### src/rtl/seq_alu_pkg.sv
// Shared types and helpers for the sequential ALU: opcodes, FSM states
// and the classification of ops that take the iterative datapath.
package seq_alu_pkg;

    typedef enum logic [3:0] {
        OP_AND   = 4'b0000,
        OP_OR    = 4'b0001,
        OP_ADD   = 4'b0010,
        OP_XOR   = 4'b0100,
        OP_SUB   = 4'b0110,
        OP_SLTU  = 4'b0111,
        OP_MUL   = 4'b1000,
        OP_MULHU = 4'b1001,
        OP_DIVU  = 4'b1010,
        OP_REMU  = 4'b1011
    } alu_op_e;

    typedef enum logic [1:0] {
        ST_IDLE = 2'd0,
        ST_BUSY = 2'd1,
        ST_DONE = 2'd2
    } alu_state_e;

    // True for the multiply/divide family; divide-by-zero is filtered
    // separately by the caller because it resolves on the fast path.
    function automatic logic is_iterative(input logic [3:0] op);
        logic iter;
        case (op)
            OP_MUL, OP_MULHU, OP_DIVU, OP_REMU: iter = 1'b1;
            default:                            iter = 1'b0;
        endcase
        return iter;
    endfunction

endpackage

### src/rtl/muldiv_iter.sv
// One-bit-per-cycle unsigned multiply (shift-add) and restoring divide.
// Both share a 2*WIDTH accumulator: {hi, lo} is the product for multiply,
// {remainder, quotient} for divide. The lo/hi outputs carry the value the
// accumulator takes on the current step, so the caller captures the final
// result on the same edge that performs the last step (flagged by last).
module muldiv_iter #(
    parameter int WIDTH = 32
) (
    input  logic             clk,
    input  logic             rst_n,
    input  logic             start,
    input  logic             op_is_div,
    input  logic [WIDTH-1:0] a,
    input  logic [WIDTH-1:0] b,
    output logic [WIDTH-1:0] lo,
    output logic [WIDTH-1:0] hi,
    output logic             last
);

    localparam int CNT_W = (WIDTH > 1) ? $clog2(WIDTH) : 1;

    logic [2*WIDTH-1:0] acc_r;
    logic [WIDTH-1:0]   b_r;
    logic               div_r;
    logic               run_r;
    logic [CNT_W-1:0]   cnt_r;

    logic [2*WIDTH-1:0] step_s;
    logic [WIDTH:0]     sum_s;
    logic [WIDTH:0]     part_s;
    logic [WIDTH:0]     trial_s;

    // Next accumulator value for one multiply or divide step.
    always_comb begin
        step_s  = acc_r;
        sum_s   = {(WIDTH+1){1'b0}};
        part_s  = acc_r[2*WIDTH-1:WIDTH-1];
        trial_s = part_s - {1'b0, b_r};
        if (div_r) begin
            // part_s < 2*b always, so the difference never exceeds WIDTH
            // bits and the top bit is a clean borrow indicator.
            if (!trial_s[WIDTH]) begin
                step_s = {trial_s[WIDTH-1:0], acc_r[WIDTH-2:0], 1'b1};
            end else begin
                step_s = {part_s[WIDTH-1:0], acc_r[WIDTH-2:0], 1'b0};
            end
        end else begin
            if (acc_r[0]) begin
                sum_s = {1'b0, acc_r[2*WIDTH-1:WIDTH]} + {1'b0, b_r};
            end else begin
                sum_s = {1'b0, acc_r[2*WIDTH-1:WIDTH]};
            end
            step_s = {sum_s, acc_r[WIDTH-1:1]};
        end
    end

    assign lo   = step_s[WIDTH-1:0];
    assign hi   = step_s[2*WIDTH-1:WIDTH];
    assign last = run_r && (cnt_r == CNT_W'(WIDTH-1));

    // Operand load on start, then one step per cycle; the counter stops
    // at WIDTH-1 instead of wrapping.
    always_ff @(posedge clk or negedge rst_n) begin
        if (!rst_n) begin
            acc_r <= {(2*WIDTH){1'b0}};
            b_r   <= {WIDTH{1'b0}};
            div_r <= 1'b0;
            run_r <= 1'b0;
            cnt_r <= {CNT_W{1'b0}};
        end else if (start) begin
            acc_r <= {{WIDTH{1'b0}}, a};
            b_r   <= b;
            div_r <= op_is_div;
            run_r <= 1'b1;
            cnt_r <= {CNT_W{1'b0}};
        end else if (run_r) begin
            acc_r <= step_s;
            if (last) begin
                run_r <= 1'b0;
            end else begin
                cnt_r <= cnt_r + {{(CNT_W-1){1'b0}}, 1'b1};
            end
        end
    end

endmodule

### src/rtl/seq_alu.sv
// Handshaked multi-cycle ALU. Logic/arithmetic ops, illegal opcodes and
// divide-by-zero resolve in the accept cycle; multiply/divide run through
// muldiv_iter for WIDTH cycles. Results and flags sit in registers that
// only change on the edge entering DONE.
module seq_alu
    import seq_alu_pkg::*;
#(
    parameter int WIDTH = 32
) (
    input  logic             clk,
    input  logic             rst_n,
    input  logic             in_valid,
    output logic             in_ready,
    input  logic [3:0]       ALUoperation,
    input  logic [WIDTH-1:0] operand1,
    input  logic [WIDTH-1:0] operand2,
    output logic             out_valid,
    input  logic             out_ready,
    output logic [WIDTH-1:0] ALUresult,
    output logic             zero,
    output logic             div_by_zero,
    output logic             illegal_op
);

    alu_state_e       state_r;
    alu_state_e       state_nxt_s;
    logic             sel_hi_r;
    logic [WIDTH-1:0] result_r;
    logic             zero_r;
    logic             dbz_r;
    logic             ill_r;

    logic             accept_s;
    logic             b_zero_s;
    logic             is_div_s;
    logic             iter_s;
    logic [WIDTH-1:0] fast_res_s;
    logic             fast_dbz_s;
    logic             fast_ill_s;
    logic [WIDTH-1:0] iter_lo_s;
    logic [WIDTH-1:0] iter_hi_s;
    logic [WIDTH-1:0] iter_res_s;
    logic             iter_last_s;

    assign in_ready  = (state_r == ST_IDLE) || ((state_r == ST_DONE) && out_ready);
    assign out_valid = (state_r == ST_DONE);
    assign accept_s  = in_valid && in_ready;
    assign b_zero_s  = (operand2 == {WIDTH{1'b0}});
    assign is_div_s  = (ALUoperation == OP_DIVU) || (ALUoperation == OP_REMU);
    assign iter_s    = is_iterative(ALUoperation) && !(is_div_s && b_zero_s);

    assign ALUresult   = result_r;
    assign zero        = zero_r;
    assign div_by_zero = dbz_r;
    assign illegal_op  = ill_r;

    muldiv_iter #(.WIDTH(WIDTH)) u_muldiv (
        .clk       (clk),
        .rst_n     (rst_n),
        .start     (accept_s && iter_s),
        .op_is_div (is_div_s),
        .a         (operand1),
        .b         (operand2),
        .lo        (iter_lo_s),
        .hi        (iter_hi_s),
        .last      (iter_last_s)
    );

    assign iter_res_s = sel_hi_r ? iter_hi_s : iter_lo_s;

    // Single-cycle results, including the divide-by-zero conventions.
    always_comb begin
        fast_res_s = {WIDTH{1'b0}};
        fast_dbz_s = 1'b0;
        fast_ill_s = 1'b0;
        case (ALUoperation)
            OP_AND:  fast_res_s = operand1 & operand2;
            OP_OR:   fast_res_s = operand1 | operand2;
            OP_ADD:  fast_res_s = operand1 + operand2;
            OP_XOR:  fast_res_s = operand1 ^ operand2;
            OP_SUB:  fast_res_s = operand1 - operand2;
            OP_SLTU: fast_res_s = {{(WIDTH-1){1'b0}}, (operand1 < operand2)};
            OP_MUL, OP_MULHU: fast_res_s = {WIDTH{1'b0}};
            OP_DIVU: begin
                fast_res_s = {WIDTH{1'b1}};
                fast_dbz_s = b_zero_s;
            end
            OP_REMU: begin
                fast_res_s = operand1;
                fast_dbz_s = b_zero_s;
            end
            default: fast_ill_s = 1'b1;
        endcase
    end

    // Next-state logic; a DONE-cycle accept replaces the consumed result.
    always_comb begin
        state_nxt_s = state_r;
        case (state_r)
            ST_IDLE: begin
                if (accept_s) begin
                    state_nxt_s = iter_s ? ST_BUSY : ST_DONE;
                end else begin
                    state_nxt_s = ST_IDLE;
                end
            end
            ST_BUSY: begin
                if (iter_last_s) begin
                    state_nxt_s = ST_DONE;
                end else begin
                    state_nxt_s = ST_BUSY;
                end
            end
            ST_DONE: begin
                if (accept_s) begin
                    state_nxt_s = iter_s ? ST_BUSY : ST_DONE;
                end else if (out_ready) begin
                    state_nxt_s = ST_IDLE;
                end else begin
                    state_nxt_s = ST_DONE;
                end
            end
            default: state_nxt_s = ST_IDLE;
        endcase
    end

    // FSM state register.
    always_ff @(posedge clk or negedge rst_n) begin
        if (!rst_n) begin
            state_r <= ST_IDLE;
        end else begin
            state_r <= state_nxt_s;
        end
    end

    // Remember at accept whether the upper half (MULHU/REMU) is wanted.
    always_ff @(posedge clk or negedge rst_n) begin
        if (!rst_n) begin
            sel_hi_r <= 1'b0;
        end else if (accept_s) begin
            sel_hi_r <= (ALUoperation == OP_MULHU) || (ALUoperation == OP_REMU);
        end
    end

    // Result and flag registers, loaded only on the edge entering DONE.
    always_ff @(posedge clk or negedge rst_n) begin
        if (!rst_n) begin
            result_r <= {WIDTH{1'b0}};
            zero_r   <= 1'b0;
            dbz_r    <= 1'b0;
            ill_r    <= 1'b0;
        end else if (accept_s && !iter_s) begin
            result_r <= fast_res_s;
            zero_r   <= (fast_res_s == {WIDTH{1'b0}});
            dbz_r    <= fast_dbz_s;
            ill_r    <= fast_ill_s;
        end else if ((state_r == ST_BUSY) && iter_last_s) begin
            result_r <= iter_res_s;
            zero_r   <= (iter_res_s == {WIDTH{1'b0}});
            dbz_r    <= 1'b0;
            ill_r    <= 1'b0;
        end
    end

endmodule

### config.mk
export PLATFORM = sky130hd
export DESIGN_NAME = seq_alu
export DESIGN_NICKNAME = d
export VERILOG_FILES = /design/src/rtl/seq_alu_pkg.sv /design/src/rtl/muldiv_iter.sv /design/src/rtl/seq_alu.sv
export SDC_FILE = /design/constraint.sdc
export NUM_CORES = 1
export LEC_CHECK = 0
export CAP_MARGIN = 20
export CORE_ASPECT_RATIO = 0.8
export CORE_MARGIN = 10
export CORE_UTILIZATION = 40
export CTS_CLUSTER_DIAMETER = 150
export DETAILED_ROUTE_END_ITERATION = 8
export PLACE_DENSITY = 0.65
export SYNTH_ARGS = -nofsm -noshare
export SYNTH_HDL_FRONTEND = slang
export SYNTH_SLANG_ARGS = --single-unit
### constraint.sdc
create_clock -name clk -period 9.4 [get_ports clk]
set_clock_uncertainty 0.2 [all_clocks]
set_input_delay 1.41 -clock clk [delete_from_list [all_inputs] [get_ports clk]]
set_output_delay 1.41 -clock clk [all_outputs]
set_load 0.02 [all_outputs]
==> results of run 1 <==
[placed cells by master (no fill, tap or decap), types with 13 or more instances in the layout]
cell type,count
a211oi_1,43
a21o_1,47
a21oi_1,223
a221o_1,13
a221oi_1,23
a31oi_1,34
and3_1,18
buf_4,33
clkbuf_16,17
clkdlybuf4s50_1,107
dfrtp_1,138
ha_1,174
inv_1,161
mux2i_1,92
nand2_1,225
nand2b_1,24
nand3_1,32
nand4_1,21
nor2_1,218
nor2b_1,24
nor3_1,46
nor4_1,27
o211ai_1,29
o21a_1,20
o21ai_0,170
o21bai_1,18
o221ai_1,27
o22ai_1,14
o31ai_1,14
or3_1,19
xnor2_1,39
xor2_1,23
[power groups by stage]
stage                     sequential [W]  combinational [W]  clock, W
final                            0.00128            0.00555  0.000732
after global routing             0.00132            0.00604  0.000768
after CTS                        0.00127            0.00542  0.000736
after detailed placement         0.00127            0.00538         0
after global placement           0.00127            0.00530         0
after floorplan                  0.00118            0.00396         0
[kinds of logic after synthesis]
kind of cell	count (synthesis)
AO/OA/AOI/OAI	821
XOR/XNOR	62
adder cells (fa/ha/maj)	178
buffers and inverters	305
flip-flops	141
multiplexers	109
AND/OR/NAND/NOR	715
[per-layer routing]
metal	global-route usage [%]	share of wire [%]
met5	1.24	0.14
met4	7.25	2.7
met3	6.69	11
met2	39.1	42
met1	39.1	44
[metrics by stage]
step / hold WS, ps / std cells / setup WS [ps] / cell area [µm²] / utilization (%)
6_report: 299 / 2924 / 2770 / 19600 / 45.4
5_1_grt: 311 / 2923 / 2710 / 19600 / 45.4
4_1_cts: 296 / 2922 / 3110 / 19600 / 45.4
3_5_place_dp: 281 / 2890 / 2670 / 19000 / 44.0
3_3_place_gp: 279 / 2890 / 2850 / 19000 / 44.0
2_1_floorplan: 293 / 2331 / 4510 / 17500 / -
[synth_stat cells (24+ instances only)]
cell type | count | area share (%)
mux2i_1 | 92 | 5.3
nor2_1 | 221 | 4.7
nor3_1 | 48 | 1.4
clkbuf_1 | 105 | 2.3
ha_1 | 174 | 12
nor4_1 | 28 | 1.0
inv_1 | 162 | 3.5
nand2b_1 | 24 | 0.86
nor2b_1 | 24 | 0.86
o221ai_1 | 27 | 1.4
a21o_1 | 47 | 2.0
o211ai_1 | 29 | 1.2
a21oi_1 | 223 | 6.4
nand3_1 | 32 | 0.92
dfrtp_1 | 141 | 20
nand2_1 | 225 | 4.8
xnor2_1 | 39 | 2.0
o21ai_0 | 170 | 4.9
a31oi_1 | 34 | 1.2
a211oi_1 | 43 | 1.8
[worst min-delay path, cell delays in order, from the launching register on]
cell and delay (ps):
dfrtp_1 350, nand2_1 50, o221ai_1 60
[sequential cells by signal, summed over array words and instances, names as in the netlist, 2 cells and up]
| register | flops |
|---|---|
| u_muldiv.acc_r | 64 |
| u_muldiv.cnt_r | 5 |
| state_r | 2 |
| u_muldiv.b_r | 32 |
| ALUresult | 32 |
[layout make-up]
type | instances | area share [%]
Antenna cell | 1 | 0.0127
Clock buffer | 18 | 2.24
Clock inverter | 14 | 0.924
Inverter | 163 | 3.12
Multi-Input combinational cell | 1885 | 65.3
Sequential cell | 141 | 18.0
Tap cell | 560 | 3.57
Timing Repair Buffer | 142 | 6.80
[worst max path at each step]
stage | start | to | slack [ps] | depth (start not counted)
6_report | operand1[0] | zero | 2770 | 16
5_1_grt | operand1[0] | zero | 2710 | 16
4_1_cts | operand1[0] | zero | 3110 | 16
3_5_place_dp | operand1[0] | zero | 2670 | 16
3_3_place_gp | operand1[0] | zero | 2850 | 16
2_1_floorplan | operand1[0] | zero | 4510 | 15
==> impl_metrics.ini, run 1 <==
[detailed_routing]
detail_route.drc_violations = 0
drt-vias-per-instance = 6.41
detail_route.wl_per_cell_um = 25.4
drtPass1Iterations = 6
first_iter_violations = 2315
drt_wl_total_um = 74400
detail-route-antenna-nets = 0
detailroute.via_count = 18700

[critical_path]
crit_family = compound AO/OA/AOI/OAI gates
critPathCaptureType = flop
reg2regPathDepth = 17
critical_path.n_buffers_inverters = 2
worst-r2r-setup-slack_ps = 3780
r2r_end = zero
timing.critical_path.cells = clkdlybuf4s50_1, inv_1, ha_1, fa_1, o21ba_1, or4_1, a21oi_1, nor2_1, o21ai_0, a31o_2, a31oi_1, a2111oi_0, nand4_1, nor4_1, nand3_1, o211ai_2
crit_slowest_cell = clkdlybuf4s50_1
critical_path_class = input port to flop
timing.critical_path.fanout_max = 5
maximum_single_stage_delay_on_the_critical_path_ps = 750
timing.rr.start = u_muldiv.acc_r[31]
worstPathArrival_ps = 6800
startpoint_type = input port
worst-endpoint-required_ps = 9570

[placed_design]
placement.io_buffers = 108
place.gp.congestion = 0.979
dp_hpwl_um = 57600

[clocking]
cts_buffers = 17
post-cts-setup-buffer-count = 0
clk_root_buffer_cell = clkbuf_16
cts_tree = built
cts-hold-fix-buffers = 0
cts.reportedPaths.clkPinSlew_ps = 70
longest_clk_path_bufs = 2
sinks_on_the_clock_net = 141
worst_skew_pair.late_latency_ps = 450
cts_repair_resize_count = 0
h-tree-depth = 4

[final_layout]
final-seq-area_mm2 = 0.00353
layout.nets = 2600
fill_cells = 4359
final_layout_size_suffix_gt1_share_pct = 5.54
multiInputGateArea_mm2 = 0.0128
area_growth_syn_to_layout_pct = 12.2

[sta]
setup_tns_ps = 0
worst_slew_pin_slew_ps = 1140
grt_setup_unrepaired = false
max_slew_margin_pct = 23.0
layout_min_cycle_time_ps = 6630
min_period_over_period_pct = 70.5
finalSetupViolations = 0
finalHoldViolations = 0
timing_max_transition_violations_final = 0
fmax_ghz = 0.151

[run]
cap_viol_max_count = 0

[power]
ir_drop_uv = 249
power.static_leakage_nw = 8.61
intPower_w = 0.00349
power.share.switching_pct = 53.8
pwr-share-comb_pct = 73.3
power.total_w = 0.00757
total_switching_power_w = 0.00407
seq_power_share_pct = 17.0
clock_power_share_pct = 9.7
power.density_cell_area_mw_per_mm2 = 385

[logic_synthesis]
portion_of_the_post_synthesis_area_used_by_sequential_elements_pct = 20.2
post_synth_mux_area_share_pct = 6.72
yosys_register_bits = 141
synth_edf_count = 0
asyncSetResetFlopFracSynth_pct = 100
post_synth.cell_area_avg_um2 = 7.51
synthAdderAreaFrac_pct = 12.9
synth_simple_gate_area_share_pct = 19.2
synth_flop_cell = dfrtp_1
synth-xor-area-share_pct = 3.10
mappedNetlistArea_mm2 = 0.0175
synth_cells = 2331
synth_top_family_by_area = compound AO/OA/AOI/OAI gates
syn-num-nets = 2581
synth.yosys.warnings = 0
ys_types = 96
compound_cell_area_share_of_the_yosys_netlist_pct = 31.2

[min_path]
hold_path.class = flop to flop
hold_depth = 2
min_to = ALUresult[26]
worstHoldStart = ALUresult[26]

[floorplanning]
die-width_um = 254
coreArea_mm2 = 0.0432
die_area_mm2 = 0.0526
top_level_ports = 109
die_h_um = 207
starting_density_pct = 40.5
std_cell_rows = 68

[global_route]
grt_max_degree = 98
grt_first_pass_wirelength_um = 111000
vias_in_the_first_global_route = 17400
globalRouteOverflowTotal = 0
grtUsageTotal_pct = 27.2
antenna_found_initial = 2

[outcome]
outcome = finished, final reports clean
Power figures use the tool's default switching activity.
==> run 2: changes to the inputs <==
--- a/config.mk
+++ b/config.mk
@@ -11,7 +11,7 @@
 export CORE_UTILIZATION = 40
 export CTS_CLUSTER_DIAMETER = 150
 export DETAILED_ROUTE_END_ITERATION = 8
-export PLACE_DENSITY = 0.65
+export PLACE_DENSITY = 0.68
 export SYNTH_ARGS = -nofsm -noshare
 export SYNTH_HDL_FRONTEND = slang
 export SYNTH_SLANG_ARGS = --single-unit
==> constraint.sdc (replaced) <==
create_clock -name clk -period 5.3 [get_ports clk]
set_clock_uncertainty 0.2 [all_clocks]
set_input_delay 0.795 -clock clk [delete_from_list [all_inputs] [get_ports clk]]
set_output_delay 0.795 -clock clk [all_outputs]
set_load 0.02 [all_outputs]
==> run 2 against run 1 <==
  * Via count grew 5.2%
  * Worst hold slack lost 160 ps
  * Global-route usage grew 0.62 points
  * Cell area grew 7.1%
  * Count of clock-buffer cells in the layout shrank 1
  * Power grew 83%
  * Sequential power grew 80%
  * Largest cell class unchanged
  * Highest routed layer is now met4
==> impl_metrics.ini, run 2 (synthesized netlist as in run 1, its figures left out) <==
[detailed_routing]
first_iter_violations = 2441
drtPass1Iterations = 8
detailroute.via_count = 19700
detail_route.drc_violations = 0
drt-vias-per-instance = 6.37
drt_wl_total_um = 76100
detail_route.wl_per_cell_um = 24.6
detail-route-antenna-nets = 0

[sta]
finalHoldViolations = 0
timing_max_transition_violations_final = 0
setup_tns_ps = 0
finalSetupViolations = 0
layout_min_cycle_time_ps = 5250
worst_slew_pin_slew_ps = 1060
fmax_ghz = 0.191
max_slew_margin_pct = 28.6
grt_setup_unrepaired = false
min_period_over_period_pct = 99.0

[floorplanning]
die_area_mm2 = 0.0526
std_cell_rows = 68
coreArea_mm2 = 0.0432
starting_density_pct = 40.5
die_h_um = 207
die-width_um = 254
top_level_ports = 109

[power]
power.share.switching_pct = 52.8
intPower_w = 0.00653
clock_power_share_pct = 9.7
power.static_leakage_nw = 9.48
pwr-share-comb_pct = 73.5
ir_drop_uv = 381
power.density_cell_area_mw_per_mm2 = 658
seq_power_share_pct = 16.7
total_switching_power_w = 0.00729

[final_layout]
final_area_mm2 = 0.0210
fill_cells = 4309
largest_register = u_muldiv.acc_r
largest_register_ffs = 64
utilization_after_layout_pct = 48.6
layout.cells.most_common = nand2_1
area_growth_syn_to_layout_pct = 20.1
layout_common_cells = 225 x nand2_1, 223 x a21oi_1, 218 x nor2_1
layout.nets = 2770
final_layout_size_suffix_gt1_share_pct = 11.9

[placed_design]
placement.io_buffers = 108
dp_hpwl_um = 60700
place.gp.congestion = 1.02
dpl_cell_area_mm2 = 0.0204

[critical_path]
worstPathArrival_ps = 5420
reg2regPathDepth = 16
startpoint_type = input port
critPathCaptureType = flop
timing.critical_path.fanout_max = 4
worst-r2r-setup-slack_ps = 250
worst-endpoint-required_ps = 5470
timing.rr.start = u_muldiv.b_r[0]
critical_path_class = input port to flop
r2r_end = zero

[run]
cap_viol_max_count = 0

[global_route]
grt_first_pass_wirelength_um = 114000
globalRouteOverflowTotal = 0
vias_in_the_first_global_route = 18600
grtUsageTotal_pct = 27.8
grt_max_degree = 119
antenna_found_initial = 2

[clocking]
cts_buffers = 17
sinks_on_the_clock_net = 141
cts_tree = built
clk_root_buffer_cell = clkbuf_16
h-tree-depth = 4
longest_clk_path_bufs = 2
cts.reportedPaths.clkPinSlew_ps = 70
worst_skew_pair.late_latency_ps = 450
cts-hold-fix-buffers = 0

[outcome]
outcome = finished, final reports clean

[min_path]
hold_path.class = input port to asynchronous set/reset pin
[run 2: cell types whose count changed in the layout (fill, tap and decap cells not counted), moves of 2 or more]
cell	delta
a2111oi_0	-3
a2111oi_1	+3
buf_12	+7
buf_4	+164
clkinv_4	+3
clkinvlp_4	-2
inv_6	-2
[run 2: through the flow]
step	worst slack, ps	power [W]	hold slack, ps	cells
finish	50.7	0.0138	135	3094
global route	17.3	0.0148	200	3093
CTS	237	0.0136	180	3093
detailed placement	-196	0.0122	304	3061
global placement	-146	0.0120	310	3061
floorplan	1020	0.00911	293	2331
[run 2: layout make-up]
class / instances / area, µm² / area share (%)
Multi-Input combinational cell: 1885 / 12800 / 61.0
Clock inverter: 15 / 210 / 1.00
Inverter: 163 / 612 / 2.91
Clock buffer: 17 / 425 / 2.02
Timing Repair Buffer: 312 / 2700 / 12.9
Antenna cell: 1 / 2.50 / 0.0119
Sequential cell: 141 / 3530 / 16.8
Tap cell: 560 / 701 / 3.33
[run 2: power by group through the flow]
stage / combinational, W / sequential [W] / clock [W]
final: 0.0102 / 0.00231 / 0.00134
after global routing: 0.0110 / 0.00235 / 0.00139
after floorplan: 0.00702 / 0.00209 / 0
after detailed placement: 0.00987 / 0.00228 / 0
after global placement: 0.00972 / 0.00228 / 0
after CTS: 0.00995 / 0.00228 / 0.00134
[run 2: per-layer routing]
metal / track usage, % / wire length [µm] / up-vias
met4: 7.76 / 2230 / 0
met2: 39.8 / 31300 / 1091
met1: 39.4 / 33700 / 9512
met3: 8.13 / 8830 / 138
met5: 0 / 0 / -
li1: - / - / 8962
[run 2: critical path, stage by stage]
cell and delay [ps]:
clkdlybuf4s50_1 420, buf_4 170, nor4_1 910, nand3_1 190, or3_1 390, a21oi_1 390, and3_1 250, nand4_1 90
or4_1 530, nor4_1 360, buf_4 170, nand4_1 120, nor4_1 390, nand3_1 140, o211ai_2 110
[run 2: worst max path at each step]
stage	end	start	cells past startpoint	slack (ps)
finish	zero	operand2[17]	15	50
global placement	zero	operand2[17]	15	-150
floorplan	zero	operand1[0]	15	1020
detailed placement	zero	operand1[0]	16	-200
global route	zero	operand1[0]	17	20
CTS	zero	operand1[0]	16	240
[run 2: what timing repair did]
item | CTS | global route
endpoints found under the setup margin | 0 | 1
buffers inserted | 0 | 0
resized for setup | 0 | 5
